==> src/rtl/kmap_sweep_if.sv <==
// kmap_sweep_if: handshake and truth-table bus between a sweep controller and
// its host / combinational block under exercise.
//   start, abort, expected : host requests (expected = golden truth table)
//   f_in                   : function output returned by the block under exercise
//   vec                    : input vector driven to the block under exercise
//   busy, done, pass       : sweep status
//   result, err_cnt        : captured truth table and mismatch count
// Modports: slave = sweep controller, master = host plus block under exercise.
interface kmap_sweep_if #(
  parameter int N_IN = 4
);
  localparam int TBL = 1 << N_IN;

  logic             start;
  logic             abort;
  logic [TBL-1:0]   expected;
  logic [N_IN-1:0]  vec;
  logic             f_in;
  logic             busy;
  logic             done;
  logic             pass;
  logic [TBL-1:0]   result;
  logic [N_IN:0]    err_cnt;

  modport slave (
    input  start, abort, expected, f_in,
    output vec, busy, done, pass, result, err_cnt
  );

  modport master (
    output start, abort, expected, f_in,
    input  vec, busy, done, pass, result, err_cnt
  );
endinterface

==> src/rtl/kmap_sweep_ctrl.sv <==
// kmap_sweep_ctrl: walks a combinational N_IN-input block through all 2^N_IN
// input vectors, captures its single-bit output into a truth table and counts
// mismatches against a golden table latched at start.
// Ports:
//   clk  : system clock, rising edge
//   rst  : synchronous reset, active-high
//   bus  : kmap_sweep_if.slave (start/abort/expected/f_in in,
//          vec/busy/done/pass/result/err_cnt out, all outputs registered)
// Parameters: N_IN (1..6) function inputs, SETTLE (>=1) hold cycles per vector.
// Optional build macro KMAP_SWEEP_GRAY_EN: visit vectors in Gray-code order so
// vec changes one bit per step; results and latency are unchanged.
module kmap_sweep_ctrl #(
  parameter int N_IN   = 4,
  parameter int SETTLE = 1
) (
  input  logic          clk,
  input  logic          rst,
  kmap_sweep_if.slave   bus
);

  localparam int TBL = 1 << N_IN;
  localparam int SW  = (SETTLE > 1) ? $clog2(SETTLE) : 1;

  localparam logic [SW-1:0]   SETTLE_LAST = SW'(SETTLE - 1);
  localparam logic [N_IN-1:0] STEP_LAST   = '1;
  localparam logic [N_IN-1:0] STEP_ONE    = 1;

  typedef enum logic [1:0] {
    IDLE,
    DRIVE,
    SAMPLE,
    DONE
  } state_t;

  state_t           state;
  logic [N_IN-1:0]  vec_q;
  logic [N_IN-1:0]  step_q;
  logic [SW-1:0]    settle_q;
  logic             busy_q;
  logic             done_q;
  logic             pass_q;
  logic [TBL-1:0]   result_q;
  logic [N_IN:0]    err_q;
  logic [TBL-1:0]   exp_q;

  logic             miss;
  logic [N_IN:0]    err_nxt;

  // Maps the sweep step to the vector actually driven.
  function automatic logic [N_IN-1:0] order(input logic [N_IN-1:0] s);
`ifdef KMAP_SWEEP_GRAY_EN
    return s ^ (s >> 1);
`else
    return s;
`endif
  endfunction

  // Mismatch and count including the sample taken this cycle; used so that
  // pass on entry to DONE already reflects the final vector.
  always_comb begin
    miss    = bus.f_in ^ exp_q[vec_q];
    err_nxt = err_q + {{N_IN{1'b0}}, miss};
  end

  always_ff @(posedge clk) begin
    if (rst) begin
      state    <= IDLE;
      vec_q    <= '0;
      step_q   <= '0;
      settle_q <= '0;
      busy_q   <= 1'b0;
      done_q   <= 1'b0;
      pass_q   <= 1'b0;
      result_q <= '0;
      err_q    <= '0;
    end else begin
      case (state)
        IDLE: begin
          done_q <= 1'b0;
          // start wins over a simultaneous abort here.
          if (bus.start) begin
            exp_q    <= bus.expected;
            result_q <= '0;
            err_q    <= '0;
            pass_q   <= 1'b0;
            step_q   <= '0;
            settle_q <= '0;
            vec_q    <= order('0);
            busy_q   <= 1'b1;
            state    <= DRIVE;
          end
        end

        DRIVE: begin
          if (bus.abort) begin
            busy_q   <= 1'b0;
            pass_q   <= 1'b0;
            settle_q <= '0;
            state    <= IDLE;
          end else if (settle_q == SETTLE_LAST) begin
            settle_q <= '0;
            state    <= SAMPLE;
          end else begin
            settle_q <= settle_q + 1'b1;
          end
        end

        SAMPLE: begin
          // abort pre-empts the capture scheduled for this cycle.
          if (bus.abort) begin
            busy_q <= 1'b0;
            pass_q <= 1'b0;
            state  <= IDLE;
          end else begin
            result_q[vec_q] <= bus.f_in;
            err_q           <= err_nxt;
            if (step_q == STEP_LAST) begin
              done_q <= 1'b1;
              pass_q <= (err_nxt == '0);
              state  <= DONE;
            end else begin
              step_q   <= step_q + STEP_ONE;
              vec_q    <= order(step_q + STEP_ONE);
              settle_q <= '0;
              state    <= DRIVE;
            end
          end
        end

        DONE: begin
          done_q <= 1'b0;
          busy_q <= 1'b0;
          state  <= IDLE;
        end

        default: begin
          busy_q <= 1'b0;
          done_q <= 1'b0;
          state  <= IDLE;
        end
      endcase
    end
  end

  assign bus.vec     = vec_q;
  assign bus.busy    = busy_q;
  assign bus.done    = done_q;
  assign bus.pass    = pass_q;
  assign bus.result  = result_q;
  assign bus.err_cnt = err_q;

endmodule

==> src/flat_wrapper.sv <==
// flat-port wrapper written by rule: the top's interface ports become plain ports
module kmap_sweep_ctrl_flat 
#(
  parameter int N_IN   = 4,
  parameter int SETTLE = 1
)
  (clk, rst, bus_start, bus_abort, bus_expected, bus_f_in, bus_vec, bus_busy, bus_done, bus_pass, bus_result, bus_err_cnt);
  kmap_sweep_if #(.N_IN(N_IN)) bus_i ();
  input  logic clk;
  input  logic rst;
  input wire logic [$bits(bus_i.start)-1:0] bus_start;
  input wire logic [$bits(bus_i.abort)-1:0] bus_abort;
  input wire logic [$bits(bus_i.expected)-1:0] bus_expected;
  input wire logic [$bits(bus_i.f_in)-1:0] bus_f_in;
  output wire logic [$bits(bus_i.vec)-1:0] bus_vec;
  output wire logic [$bits(bus_i.busy)-1:0] bus_busy;
  output wire logic [$bits(bus_i.done)-1:0] bus_done;
  output wire logic [$bits(bus_i.pass)-1:0] bus_pass;
  output wire logic [$bits(bus_i.result)-1:0] bus_result;
  output wire logic [$bits(bus_i.err_cnt)-1:0] bus_err_cnt;
  assign bus_i.start = bus_start;
  assign bus_i.abort = bus_abort;
  assign bus_i.expected = bus_expected;
  assign bus_i.f_in = bus_f_in;
  assign bus_vec = bus_i.vec;
  assign bus_busy = bus_i.busy;
  assign bus_done = bus_i.done;
  assign bus_pass = bus_i.pass;
  assign bus_result = bus_i.result;
  assign bus_err_cnt = bus_i.err_cnt;
  kmap_sweep_ctrl #(.N_IN(N_IN), .SETTLE(SETTLE)) u_core (.clk(clk), .rst(rst), .bus(bus_i));
endmodule
==> config.mk <==
export PLATFORM = sky130hd
export DESIGN_NAME = kmap_sweep_ctrl_flat
export DESIGN_NICKNAME = d
export VERILOG_FILES = /design/src/rtl/kmap_sweep_if.sv /design/src/rtl/kmap_sweep_ctrl.sv /design/src/flat_wrapper.sv
export SDC_FILE = /design/constraint.sdc
export NUM_CORES = 1
export LEC_CHECK = 0
export ABC_AREA = 1
export BUFFER_PORTS_ARGS = -buffer_cell sky130_fd_sc_hd__buf_2
export CORE_MARGIN = 4
export CORE_UTILIZATION = 55
export CTS_CLUSTER_SIZE = 20
export DETAILED_ROUTE_END_ITERATION = 8
export GPL_TIMING_DRIVEN = 0
export PLACE_DENSITY = 0.8
export SLEW_MARGIN = 25
export SYNTH_ARGS = -nofsm -noshare
export SYNTH_HDL_FRONTEND = slang
export SYNTH_SLANG_ARGS = --single-unit
==> constraint.sdc <==
create_clock -name clk -period 4.9 [get_ports clk]
set_input_delay 0.49 -clock clk [delete_from_list [all_inputs] [get_ports clk]]
set_output_delay 0.49 -clock clk [all_outputs]
set_load 0.02 [all_outputs]
==> impl_metrics.py, run 1 <==
metrics = {
    "synth": {
        "primary_flip_flop_cell_chosen_by_synthesis_mapping": "sky130_fd_sc_hd__dfxtp_1",
        "synth_top_cells_by_area": "sky130_fd_sc_hd__dfxtp_1 (25%), sky130_fd_sc_hd__edfxtp_1 (20%), sky130_fd_sc_hd__nand2_1 (13%)",
        "average_footprint_of_a_synthesized_cell_um2": 7.98,
        "synth_commonest_cells": "sky130_fd_sc_hd__nand2_1 (84), sky130_fd_sc_hd__inv_1 (39), sky130_fd_sc_hd__dfxtp_1 (30), sky130_fd_sc_hd__nor2_1 (24), sky130_fd_sc_hd__o21ai_0 (22)",
        "synth-warning-count": 0,
        "async_reset_ff_frac": 0,
        "netlist.area_leader.share": 0.253,
        "synth.distinct_cells": 29,
        "number_of_enable_flip_flop_cells_after_synthesis": 16,
        "post_synth_instance_area_mm2": 0.00237,
        "yosysMostFrequentCell": "sky130_fd_sc_hd__nand2_1",
        "synth_nets": 328,
        "synth.yosys.seq_area_share": 0.456,
        "post-synth-top-area-cell": "sky130_fd_sc_hd__dfxtp_1",
        "synth-seq-cells": 46,
        "syn_inst": 297,
    },
    "routing": {
        "drc_errors": 0,
        "routed_wire_length_per_instance_um": 12.0,
        "ratio_of_routed_vias_to_standard_cells": 5.12,
        "first_iter_violations": 86,
        "route.final.wire_length_um": 4810,
        "final_antenna_net_count": 0,
        "detailroute.via_count": 2057,
        "drt-pass1-iter-count": 4,
    },
    "sta": {
        "grt_setup_unrepaired": "false",
        "final.setup.tns_ns": 0,
        "post-route-min-period_ns": 2.45,
        "max-slew-margin-rel": 0.471,
        "hold_viol_final": 0,
        "maxSlewViolCount": 0,
        "highest_attainable_clock_frequency_mhz": 408,
        "setup_viol_count_final": 0,
        "worst-slew-pin-transition_ns": 0.793,
        "timing.final.crit_share": 0.501,
        "clock_skew_ns": 0.00597,
    },
    "clock_tree": {
        "ctsLongestPathBuffers": 2,
        "clk_root_buffer_cell": "sky130_fd_sc_hd__clkbuf_8",
        "htree_levels": 2,
        "clock-sinks": 46,
        "cts_hold_repair.buffers": 0,
        "postCtsSetupBuffers": 0,
        "clkTransAtPathRegs_ns": 0.08,
        "clkLatencyLatePin_ns": 0.31,
        "post_cts_resize_count": 0,
        "tritoncts": "done",
        "numCtsBuffers": 5,
    },
    "layout": {
        "share_of_layout_cells_above_drive_strength_1": 0.227,
        "relative_area_change_from_synthesis_to_final_layout_pct": 17.2,
        "post-route-util": 0.679,
        "layout.nets": 382,
        "antenna_diodes": 0,
    },
    "placed_design": {
        "io_buffer_count": 47,
        "dpl.hpwl_um": 3580,
        "place_congestion": 0.854,
    },
    "critical_path": {
        "setup.worst_path.start_class": "flop",
        "worst-setup-path-type": "flop to flop",
        "critPathMaxStageDelay_ns": 0.38,
        "r2r_slack_ns": 2.45,
        "crit_slowest_cell": "sky130_fd_sc_hd__dfxtp_1",
        "cell_family_with_the_largest_share_of_critical_path_delay": "simple AND/OR/NAND/NOR gates",
        "critical_path.reg2reg.endpoint": "u_core.bus.pass",
        "critical_path.reg2reg.startpoint": "u_core.bus.vec[0]",
        "critical_path_peak_fanout": 11,
        "path_buf_inv": 3,
        "r2r.worst_path.cells": 16,
        "worst_ep_required_time_ns": 5.14,
        "path_cells": "buf_2 > inv_1 > buf_4 > nand2_1 > nand3_1 > nand2_1 > nand2_1 > nand2_1 > nor2_1 > nor2_1 > nor2_1 > ha_1 > ha_1 > nor4_1 > nand2_1 > a21oi_1",
        "worstSetupEndpointType": "flop",
        "crit_path_most_repeated_cell": "sky130_fd_sc_hd__nand2_1",
        "critPathArrivalTime_ns": 2.69,
    },
    "grt": {
        "global_route_wire_length_before_repair_um": 7960,
        "global_route.overflow_total": 0,
        "first_global_vias": 1826,
        "global_route.usage.total": 0.193,
        "number_of_antenna_violations_at_the_first_check_in_global_routing": 0,
        "grt_max_degree": 17,
    },
    "pwr": {
        "power.sequential.fraction": 0.537,
        "power.switching_fraction": 0.234,
        "max-vdd-ir-drop_uv": 206,
        "clock_power_share": 0.361,
        "p_per_area_mw_per_mm2": 275,
        "comb_pwr_share": 0.102,
        "power.leakage_nw": 1.28,
        "cell_internal_pwr_uw": 584,
        "post-layout-total-power_uw": 762,
        "switching_power_uw": 178,
    },
    "floorplanning": {
        "initial_core_util": 0.580,
        "core_region_area_mm2": 0.00409,
        "die_area_mm2": 0.00542,
        "floorplan.die.width_um": 73.6,
        "ioPinCount": 49,
        "die_extent_in_y_um": 73.6,
        "fp-row-count": 23,
    },
    "worst_hold_path": {
        "hp-class": "input port to flop",
        "min_delay_worst_endpoint": "u_core.exp_q[8]",
        "hold_path_origin": "bus_expected[8]",
        "min_delay_path_depth": 1,
    },
    "outcome": {
        "status": "finished clean",
    },
    "job": {
        "cap_viol_max_count": 0,
    },
}
==> cell type report <==
type	instances	area [µm²]
plain buffers	9	62.6
clock buffers	6	72.6
clock inverters	2	33.8
fillers	356	1310
inverters	41	156
multi-input cells	201	1070
flip-flops and latches	46	1080
well taps	50	62.6
repair buffers	47	235
==> cell usage in the layout, fill, tap and decap left out <==
cell / n
sky130_fd_sc_hd__inv_2: 1
sky130_fd_sc_hd__xor2_1: 1
sky130_fd_sc_hd__nor2_8: 2
sky130_fd_sc_hd__or2_2: 1
sky130_fd_sc_hd__xnor2_1: 2
sky130_fd_sc_hd__inv_1: 39
sky130_fd_sc_hd__edfxtp_1: 16
sky130_fd_sc_hd__dfxtp_1: 30
sky130_fd_sc_hd__nor2_1: 23
sky130_fd_sc_hd__and3_1: 1
sky130_fd_sc_hd__nand2_8: 1
sky130_fd_sc_hd__nor4_1: 1
sky130_fd_sc_hd__ha_1: 10
sky130_fd_sc_hd__nor2_2: 2
sky130_fd_sc_hd__o21ai_0: 22
sky130_fd_sc_hd__a21oi_1: 19
sky130_fd_sc_hd__a21oi_2: 11
sky130_fd_sc_hd__o21ai_4: 1
sky130_fd_sc_hd__clkbuf_1: 4
sky130_fd_sc_hd__clkinv_1: 1
sky130_fd_sc_hd__nand2_4: 1
sky130_fd_sc_hd__inv_4: 1
sky130_fd_sc_hd__o21ai_1: 1
sky130_fd_sc_hd__buf_2: 49
sky130_fd_sc_hd__nor3_1: 2
sky130_fd_sc_hd__buf_4: 1
sky130_fd_sc_hd__a221oi_1: 1
sky130_fd_sc_hd__buf_6: 3
sky130_fd_sc_hd__clkbuf_8: 5
sky130_fd_sc_hd__nand2_1: 84
sky130_fd_sc_hd__nand3_1: 15
sky130_fd_sc_hd__bufinv_16: 1
==> routing by layer <==
layer,global-route usage,share of wire,up-vias
met5,0,0,-
met3,0.0547,0.062,10
met2,0.317,0.47,58
met1,0.238,0.45,934
met4,0.0765,0.017,0
li1,-,-,1055
==> through the flow <==
step | worst slack [ns] | cells | hold WS [ns] | instance area, µm²
after floorplan | 2.59 | 297 | 0.476 | 2370
after global placement | 2.51 | 394 | 0.450 | 2670
after detailed placement | 2.50 | 394 | 0.452 | 2670
after CTS | 2.45 | 402 | 0.350 | 2780
after global routing | 2.10 | 402 | 0.332 | 2780
final | 2.45 | 402 | 0.352 | 2780
==> cells by family after synthesis <==
family / Yosys count / synth area share
DFF: 46 / 0.456
adders and majority gates: 10 / 0.0528
and+or+nand+nor: 133 / 0.248
buffers and inverters: 50 / 0.0924
xor gates and xnor gates: 3 / 0.0111
AOI/OAI and AO/OA: 55 / 0.140
==> worst max-delay path by stage <==
stage / from / end / cells after the start
CTS: u_core.bus.vec[0] / u_core.bus.pass / 16
global route: u_core.bus.vec[0] / u_core.bus.pass / 15
floorplan: u_core.bus.vec[0] / u_core.bus.pass / 16
detailed placement: u_core.bus.vec[0] / u_core.bus.pass / 16
finish: u_core.bus.vec[0] / u_core.bus.pass / 16
global placement: u_core.bus.vec[0] / u_core.bus.pass / 16
==> power groups by stage <==
stage / combinational [mW] / clock (mW) / sequential [mW]
after floorplan: 0.0526 / 0 / 0.420
after global placement: 0.0755 / 0 / 0.418
after detailed placement: 0.0775 / 0 / 0.418
after CTS: 0.0780 / 0.280 / 0.409
after global routing: 0.0886 / 0.302 / 0.411
final: 0.0776 / 0.275 / 0.409
==> state kept, by name, indices dropped and copies added (netlist names) <==
register,cells
u_core.bus.result,16
u_core.exp_q,16
u_core.bus.err_cnt,5
u_core.bus.vec,4
u_core.state,2
u_core.bus.busy,1
u_core.bus.done,1
u_core.bus.pass,1
Power figures use the tool's default switching activity.
==> run 2, diff against run 1 <==
--- a/config.mk
+++ b/config.mk
@@ -8,11 +8,11 @@
 export ABC_AREA = 1
 export BUFFER_PORTS_ARGS = -buffer_cell sky130_fd_sc_hd__buf_2
 export CORE_MARGIN = 4
-export CORE_UTILIZATION = 55
+export CORE_UTILIZATION = 54
 export CTS_CLUSTER_SIZE = 20
 export DETAILED_ROUTE_END_ITERATION = 8
 export GPL_TIMING_DRIVEN = 0
-export PLACE_DENSITY = 0.8
+export PLACE_DENSITY = 0.79
 export SLEW_MARGIN = 25
 export SYNTH_ARGS = -nofsm -noshare
 export SYNTH_HDL_FRONTEND = slang
==> constraint.sdc (replaced) <==
create_clock -name clk -period 2.27 [get_ports clk]
set_input_delay 0.227 -clock clk [delete_from_list [all_inputs] [get_ports clk]]
set_output_delay 0.227 -clock clk [all_outputs]
set_load 0.02 [all_outputs]
==> impl_metrics.py, run 2 (synthesis gave the netlist of run 1 again) <==
metrics = {
    "outcome": {
        "status": "finished clean",
    },
    "placed_design": {
        "place_congestion": 0.874,
        "dpl.hpwl_um": 3540,
        "area_after_dpl_mm2": 0.00267,
        "pre_cts_slack_ns": -0.139,
        "io_buffer_count": 47,
        "dp.cells": 394,
    },
    "sta": {
        "highest_attainable_clock_frequency_mhz": 454,
        "clock_skew_ns": 0.00649,
        "final.setup.tns_ns": 0,
        "timing.final.crit_share": 0.971,
        "max-slew-margin-rel": 0.510,
        "setup_ws_ns": 0.0660,
        "whs_ns": 0.104,
        "worst-slew-pin-transition_ns": 0.734,
        "post-route-min-period_ns": 2.20,
        "hold_viol_final": 0,
        "setup_viol_count_final": 0,
        "grt_setup_unrepaired": "true",
        "maxSlewViolCount": 0,
    },
    "clock_tree": {
        "tritoncts": "done",
        "cts_hold_repair.buffers": 0,
        "clock-sinks": 46,
        "clkTransAtPathRegs_ns": 0.08,
        "clk_root_buffer_cell": "sky130_fd_sc_hd__clkbuf_8",
        "clkLatencyLatePin_ns": 0.29,
        "htree_levels": 2,
        "numCtsBuffers": 5,
        "ctsLongestPathBuffers": 2,
    },
    "floorplanning": {
        "ioPinCount": 49,
        "floorplan.die.width_um": 74.2,
        "fp-row-count": 23,
        "die_area_mm2": 0.00551,
        "core_region_area_mm2": 0.00412,
        "die_extent_in_y_um": 74.2,
        "initial_core_util": 0.576,
    },
    "routing": {
        "ratio_of_routed_vias_to_standard_cells": 4.99,
        "first_iter_violations": 105,
        "detailroute.via_count": 2021,
        "final_antenna_net_count": 0,
        "routed_wire_length_per_instance_um": 12.0,
        "drt-pass1-iter-count": 5,
        "drc_errors": 0,
        "route.final.wire_length_um": 4850,
    },
    "pwr": {
        "power.leakage_nw": 1.30,
        "p_per_area_mw_per_mm2": 576,
        "post-layout-total-power_mw": 1.64,
        "max-vdd-ir-drop_uv": 346,
    },
    "critical_path": {
        "critical_path_peak_fanout": 9,
        "setup.worst_path.start_class": "flop",
        "worst-setup-path-type": "flop to flop",
        "path_cells": "inv_1 > buf_6 > nand2_1 > nand3_1 > nand2_1 > nand2_1 > nand2_1 > nor2_1 > nor2_1 > nor2_1 > ha_2 > ha_2 > nand3_2 > xnor2_2 > nor2_1 > nand2_1 > a21oi_1",
        "r2r_slack_ns": 0.07,
        "crit_slowest_cell": "sky130_fd_sc_hd__dfxtp_4",
        "worstSetupEndpointType": "flop",
        "worst_ep_required_time_ns": 2.50,
        "cell_family_with_the_largest_share_of_critical_path_delay": "simple AND/OR/NAND/NOR gates",
        "path_buf_inv": 2,
        "crit_path_most_repeated_cell": "sky130_fd_sc_hd__nand2_1",
        "critPathArrivalTime_ns": 2.43,
        "critPathMaxStageDelay_ns": 0.37,
    },
    "layout": {
        "antenna_diodes": 0,
        "final.fill_count": 355,
        "post-route-util": 0.691,
        "relative_area_change_from_synthesis_to_final_layout_pct": 20.0,
        "final_design_area_no_fill_mm2": 0.00284,
        "finish.cell_count_without_fillers": 405,
        "share_of_layout_cells_above_drive_strength_1": 0.262,
        "final_cell_mix": "sky130_fd_sc_hd__nand2_1 (82), sky130_fd_sc_hd__buf_2 (48), sky130_fd_sc_hd__inv_1 (39)",
        "layout.nets": 385,
        "layout.cells.most_common": "sky130_fd_sc_hd__nand2_1",
    },
    "worst_hold_path": {
        "hp-class": "input port to flop",
    },
    "grt": {
        "global_route.overflow_total": 0,
        "first_global_vias": 1864,
        "grt_max_degree": 17,
        "global_route.usage.total": 0.187,
        "number_of_antenna_violations_at_the_first_check_in_global_routing": 0,
        "global_route_wire_length_before_repair_um": 8110,
    },
    "job": {
        "cap_viol_max_count": 0,
    },
}
-- run 2: what timing repair did --
action	CTS	global route
setup buffers	0	4
cloned	0	0
hold endpoints to repair	0	0
gates resized for setup	5	7
setup endpoints to repair	3	3
-- run 2: path summary, 6_finish.rpt --
| kind | start | to | cells past startpoint |
|---|---|---|---|
| worst max-delay path | u_core.bus.vec[0] | u_core.bus.pass | 17 |
| worst min-delay path | bus_expected[8] | u_core.exp_q[8] | 1 |
| worst max register to register | u_core.bus.vec[0] | u_core.bus.pass | 17 |
| worst min register to register | u_core.bus.result[14] | u_core.bus.result[14] | 2 |
-- run 2: layout make-up --
class	count	area, µm²	share of cell area
Sequential cell	46	1090	0.383
Timing Repair Buffer	51	265	0.0933
Inverter	41	156	0.0550
Clock buffer	7	76.3	0.0268
Multi-Input combinational cell	201	1100	0.387
Buffer	8	61.3	0.0216
Tap cell	50	62.6	0.0220
Clock inverter	1	30.0	0.0106
-- run 2: per-layer routing --
metal | wire, µm | part of all wire | vias to the layer above | GRT usage
met3 | 281 | 0.058 | 7 | 0.0405
met5 | 0 | 0 | - | 0
li1 | - | - | 1063 | -
met2 | 2440 | 0.50 | 49 | 0.319
met1 | 2070 | 0.43 | 902 | 0.237
met4 | 55 | 0.011 | 0 | 0.0593
-- run 2: report_power, final --
group,total [mW],internal [mW],switching (mW)
registers,0.882,0.874,0.00795
logic,0.170,0.0616,0.109
clock network,0.587,0.329,0.257
